$ cat src/rtl/sub16u_apx_pipe.sv
// Approximate unsigned subtractor, two-stage valid/ready pipeline.
// The low K result bits pass A through; a mismatch monitor counts deliveries that differ from exact A-B.
module sub16u_apx_pipe #(
  parameter int W  = 16,
  parameter int K  = 8,
  parameter int CW = 16
) (
  input  logic          clk,
  input  logic          rst,
  input  logic          in_valid,
  output logic          in_ready,
  input  logic [W-1:0]  A,
  input  logic [W-1:0]  B,
  output logic          out_valid,
  input  logic          out_ready,
  output logic [W:0]    O,
  output logic [CW-1:0] op_cnt,
  output logic [CW-1:0] err_cnt,
  input  logic          cnt_clr
);
  localparam int H  = W - K;
  localparam int M  = H / 2;
  localparam int HH = H - M;

  logic          s1_valid, s1_brw, s2_err;
  logic [HH-1:0] s1_ahi, s1_bhi;
  logic [M-1:0]  s1_lo;
  logic [K-1:0]  s1_alo;
  logic [W:0]    s1_exact;

  logic          bi, s1_adv, in_fire, out_fire;
  logic [M:0]    lo_full;
  logic [HH:0]   hi_full;
  logic [W:0]    exact, approx;

  // Borrow out of the truncated field is guessed from bit K-1 alone.
  assign bi      = ~A[K-1] & B[K-1];
  assign lo_full = {1'b0, A[K+M-1:K]} - {1'b0, B[K+M-1:K]} - {{M{1'b0}}, bi};
  assign exact   = {1'b0, A} - {1'b0, B};
  assign hi_full = {1'b0, s1_ahi} - {1'b0, s1_bhi} - {{HH{1'b0}}, s1_brw};
  assign approx  = {hi_full, s1_lo, s1_alo};

  assign s1_adv   = s1_valid & (~out_valid | out_ready);
  assign in_ready = ~rst & (~s1_valid | s1_adv);
  assign in_fire  = in_valid & in_ready;
  assign out_fire = out_valid & out_ready;

  always_ff @(posedge clk) begin
    if (rst)          s1_valid <= 1'b0;
    else if (in_fire) s1_valid <= 1'b1;
    else if (s1_adv)  s1_valid <= 1'b0;
  end

  always_ff @(posedge clk) begin
    if (in_fire) begin
      s1_ahi   <= A[W-1:K+M];
      s1_bhi   <= B[W-1:K+M];
      s1_lo    <= lo_full[M-1:0];
      s1_brw   <= lo_full[M];
      s1_alo   <= A[K-1:0];
      s1_exact <= exact;
    end
  end

  always_ff @(posedge clk) begin
    if (rst) begin
      out_valid <= 1'b0;
      O         <= '0;
      s2_err    <= 1'b0;
    end else if (s1_adv) begin
      out_valid <= 1'b1;
      O         <= approx;
      s2_err    <= (approx != s1_exact);
    end else if (out_fire) begin
      out_valid <= 1'b0;
    end
  end

  // Clear wins over a same-cycle increment; both counters saturate.
  always_ff @(posedge clk) begin
    if (rst || cnt_clr) begin
      op_cnt  <= '0;
      err_cnt <= '0;
    end else if (out_fire) begin
      if (op_cnt != '1)            op_cnt  <= op_cnt + CW'(1);
      if (s2_err && err_cnt != '1) err_cnt <= err_cnt + CW'(1);
    end
  end
endmodule

$ cat config.mk
export PLATFORM = sky130hd
export DESIGN_NAME = sub16u_apx_pipe
export DESIGN_NICKNAME = d
export VERILOG_FILES = /design/src/rtl/sub16u_apx_pipe.sv
export SDC_FILE = /design/constraint.sdc
export NUM_CORES = 1
export LEC_CHECK = 0
export ABC_AREA = 1
export CAP_MARGIN = 30
export CORE_MARGIN = 2
export CORE_UTILIZATION = 59
export DETAILED_ROUTE_END_ITERATION = 10
export DONT_BUFFER_PORTS = 1
export PLACE_DENSITY = 0.79
export SYNTH_ARGS = -nofsm -noshare
export SYNTH_HDL_FRONTEND = slang
export SYNTH_SLANG_ARGS = --single-unit
$ cat constraint.sdc
create_clock -name clk -period 5 [get_ports clk]
set_input_delay 0.25 -clock clk [delete_from_list [all_inputs] [get_ports clk]]
set_output_delay 0.25 -clock clk [all_outputs]
set_load 0.005 [all_outputs]
==> results.md <==
| Item | This run | Unit |
|:---|:---|:---|
| Drt pass-1 iters | 5 | - |
| Sequential cell area | 0.002182 | mm^2 |
| Sequential share of the synthesized area | 0.4157 | - |
| Overall global routing resource usage | 0.2314 | - |
| Max clock buf depth | 2 | - |
| Layout cell share with drive strength beyond 1 | 0.04429 | - |
| Overall routed net length | 11070 | um |
| Post-detailed-route via-to-cell ratio | 5.353 | - |
| Num Clock Sinks | 90 | - |
| Residual DRC | 0 | - |
| Layout overhead on the synthesized area | 9.297 | % |
| Post-layout utilization of the core | 0.6610 | - |
| Average detailed-routed wire length per instance | 13.70 | um |
| Maximum capacitance violations | 0 | - |
| Final Setup Violations | 0 | - |
| Launch instance of the worst register-to-register path | s1_brw$_DFFE_PP_ | - |
| Worst slew slack as a fraction of its limit | 0.3135 | - |
| Synth Area per Inst | 7.753 | um^2 |
| Min setup slack post-route | 2879 | ps |
| CP arrival | 2380 | ps |
| Maximum clock rate | 471.4 | MHz |
| Depth of the worst register-to-register path | 12 | - |
| First-pass GRT wire length | 18420 | um |
| CP Class | reg2reg | - |
| Sum of overflow across all layers after global routing | 0 | - |
| Placer Congestion | 0.9574 | - |
| Post-layout min period | 2121 | ps |
| Die height | 98.32 | um |
| Floorplan die width | 98.32 | um |
| Setup repair after global routing missed its margin | false | - |
| Final critical-path share of the clock period | 0.4243 | - |
| Worst Hold Path EP | s2_err$_SDFFE_PP0P_ | - |
| Starting density of the core | 0.6048 | - |
| Setup TNS after final layout | 0 | ps |
| Number of failing hold endpoints at the final stage | 0 | - |
| Antenna violations before repair | 0 | - |
| Final HPWL from detailed placement | 8533 | um |
| Total number of H-tree levels | 3 | - |
| Via count of the first global-routing pass | 4207 | - |
| CTS buffer count | 9 | - |
| I/O pin count | 88 | - |
| Max-slew violation total from the final report | 0 | - |
| Critical register-to-register path endpoint | s2_err$_SDFFE_PP0P_ | - |
| Number of synthesized register bits | 90 | - |
| Required time at the worst-slack endpoint | 5260 | ps |
| Port-buffer cells | 0 | - |
| Number of nets produced by synthesis | 748 | - |
| Peak ir drop on the vdd network | 161.4 | uV |
| Top fanout value on the critical path | 3 | - |
| Cells after synthesis | 677 | - |
| Dpl ws | 2894 | ps |
| Die Outline Area | 0.009667 | mm^2 |
| Area taken by multi-input logic gates | 0.002620 | mm^2 |
| Placement Rows | 34 | - |
| Core Footprint | 0.008678 | mm^2 |
| Clk slew on worst S/H paths | 90 | ps |
| Number of nets in the finished design | 766 | - |
| Largest net degree at the start of global routing | 39 | - |
| TritonCTS clock tree | built | - |
| Slew of the pin with the lowest slew margin | 1030 | ps |
| Count of antenna diodes in the layout | 0 | - |
| Via Count | 4325 | - |
| Filler cell count in the final layout | 710 | - |
| Internal reg-to-reg setup slack | 2880 | ps |
| Post-synthesis instance area | 0.005249 | mm^2 |
| Endpoint class of the critical path | flip-flop | - |
| Power density over the cells | 278.4 | mW/mm^2 |
| Antenna Violating Nets Remaining | 0 | - |
| Clock insertion delay at the later pin of the skew report | 350 | ps |
| Hold Crit Start | rst | - |
| Number of different library cells in the post-synthesis netlist | 32 | - |
| Number of synthesis warnings | 0 | - |
| CTS Root Cell | sky130_fd_sc_hd__clkbuf_8 | - |
| Status | completed | - |
| 1st-iter DRT viols | 187 | - |
| Leak Pwr | 2.501 | nW |
| CP startpoint kind | flip-flop | - |
| Hold path cells | 3 | - |
| Type of the worst min-delay path | in2reg | - |
| Post-CTS Setup Repair Bufs | 0 | - |
| Largest clock skew in the final design | 13.96 | ps |
## how the worst max path moves through the flow
stage	to	startpoint	cells after the start	slack (ps)
final	s2_err$_SDFFE_PP0P_	s1_brw$_DFFE_PP_	12	2880
after global routing	s2_err$_SDFFE_PP0P_	s1_brw$_DFFE_PP_	13	2650
after CTS	s2_err$_SDFFE_PP0P_	s1_ahi[0]$_DFFE_PP_	11	2880
after detailed placement	O[2]$_SDFFE_PP0P_	out_valid$_SDFFE_PP0P_	4	2890
after global placement	s2_err$_SDFFE_PP0P_	s1_ahi[0]$_DFFE_PP_	12	2970
after floorplan	s1_ahi[0]$_DFFE_PP_	rst	4	2270
## cells by family (layout without fill, tap and decap cells)
logic type	after synthesis	count (layout)	synth area share
buffers and inverters	116	139	0.08653
AOI/OAI and AO/OA	99	99	0.1006
DFF	90	90	0.4157
xor gates and xnor gates	40	40	0.06674
and+or+nand+nor	298	298	0.2422
adders and majority gates	34	34	0.08820
## synth_stat cells (all sizes together)
library cell  number  area, um^2
inv              103       386.6
clkinv             2       7.510
xor2              22       192.7
a21oi             57       289.0
fa                 5       100.1
edfxtp            38        1141
xnor2             18       157.7
nor3              11       71.32
nand2            163       626.9
nand4             10       62.56
clkbuf             6       22.52
ha                29       362.9
o21ai             32       160.2
a31oi              2       18.77
a21o               1       7.510
buf                5       37.53
nor2              70       267.8
nand3             41       220.2
nand3b             3       22.52
o211ai             4       30.03
o21a               3       22.52
dfxtp             52        1041
## sequential cells by signal, summed over array words and instances, names as in the netlist
name	count
O	17
s1_exact	17
err_cnt	16
op_cnt	16
s1_alo	8
s1_ahi	4
s1_bhi	4
s1_lo	4
out_valid	1
s1_brw	1
s1_valid	1
s2_err	1
## routing by layer
layer	track usage	wire length [um]	share of wire	vias to the layer above
met5	0	0	0	-
met4	0.1117	355	0.032	0
met3	0.05297	636	0.057	31
met2	0.4008	5487	0.50	122
met1	0.2702	4593	0.41	1955
li1	-	-	-	2217
## critical path, cell delays in order (launching register included)
cell	delay [ps]
sky130_fd_sc_hd__edfxtp_1	340
sky130_fd_sc_hd__inv_1	50
sky130_fd_sc_hd__fa_1	570
sky130_fd_sc_hd__inv_1	60
sky130_fd_sc_hd__ha_1	170
sky130_fd_sc_hd__o21ai_0	280
sky130_fd_sc_hd__nand2_1	110
sky130_fd_sc_hd__nand2_1	100
sky130_fd_sc_hd__nand3_1	80
sky130_fd_sc_hd__nand2_1	90
sky130_fd_sc_hd__nand4_1	90
sky130_fd_sc_hd__nand2_1	60
sky130_fd_sc_hd__inv_1	30
## where the power goes
group | internal, W | switching (W)
sequential | 0.000808 | 0.0000205
clock | 0.000281 | 0.000253
combinational | 0.0000903 | 0.000144
## placed cells by master, fill, tap and decap left out
cell                            instances
sky130_fd_sc_hd__a21o_1                 1
sky130_fd_sc_hd__a21oi_1               56
sky130_fd_sc_hd__a21oi_2                1
sky130_fd_sc_hd__a31oi_1                1
sky130_fd_sc_hd__a31oi_2                1
sky130_fd_sc_hd__buf_12                 1
sky130_fd_sc_hd__bufinv_16              2
sky130_fd_sc_hd__clkbuf_8               9
sky130_fd_sc_hd__clkinv_1               3
sky130_fd_sc_hd__clkinv_2               2
sky130_fd_sc_hd__clkinv_4               1
sky130_fd_sc_hd__dfxtp_1               52
sky130_fd_sc_hd__dlygate4sd3_1         17
sky130_fd_sc_hd__edfxtp_1              38
sky130_fd_sc_hd__fa_1                   5
sky130_fd_sc_hd__ha_1                  29
sky130_fd_sc_hd__inv_1                102
sky130_fd_sc_hd__inv_2                  1
sky130_fd_sc_hd__inv_6                  1
sky130_fd_sc_hd__nand2_1              159
sky130_fd_sc_hd__nand2_2                3
sky130_fd_sc_hd__nand2_4                1
sky130_fd_sc_hd__nand3_1               38
sky130_fd_sc_hd__nand3_2                3
sky130_fd_sc_hd__nand3b_1               3
sky130_fd_sc_hd__nand4_1               10
sky130_fd_sc_hd__nor2_1                67
sky130_fd_sc_hd__nor2_2                 2
sky130_fd_sc_hd__nor2_4                 1
sky130_fd_sc_hd__nor3_1                 9
sky130_fd_sc_hd__nor3_2                 1
sky130_fd_sc_hd__nor3_4                 1
sky130_fd_sc_hd__o211ai_1               4
sky130_fd_sc_hd__o21a_1                 3
sky130_fd_sc_hd__o21ai_0               32
sky130_fd_sc_hd__xnor2_1               18
sky130_fd_sc_hd__xor2_1                22
## layout make-up
type                       instances  area share
clock inverter                     7     0.01592
inverter                         105     0.06870
sequential                        90      0.3804
tap                              108     0.02356
timing repair buffer              18     0.03315
clock buffer                       9     0.02159
multi-input combinational        471      0.4567
## stage by stage
step	power [W]	std cells	hold WS, ps	area (um^2)
final	0.001597	808	38.58	5737
after detailed placement	0.001066	774	325.2	5331
after floorplan	0.001013	677	319.1	5249
after global placement	0.001058	774	321.6	5331
after global routing	0.001671	808	63.15	5737
after CTS	0.001605	807	29.09	5717
## timing repair
| item | 4_1_cts | 5_1_grt |
|---|---|---|
| hold buffers | 17 | 0 |
| gates resized for setup | 0 | 0 |
| endpoints found under the hold margin | 19 | 0 |
| setup endpoints to repair | 0 | 0 |
No activity file was read; power rests on OpenSTA's default activity.
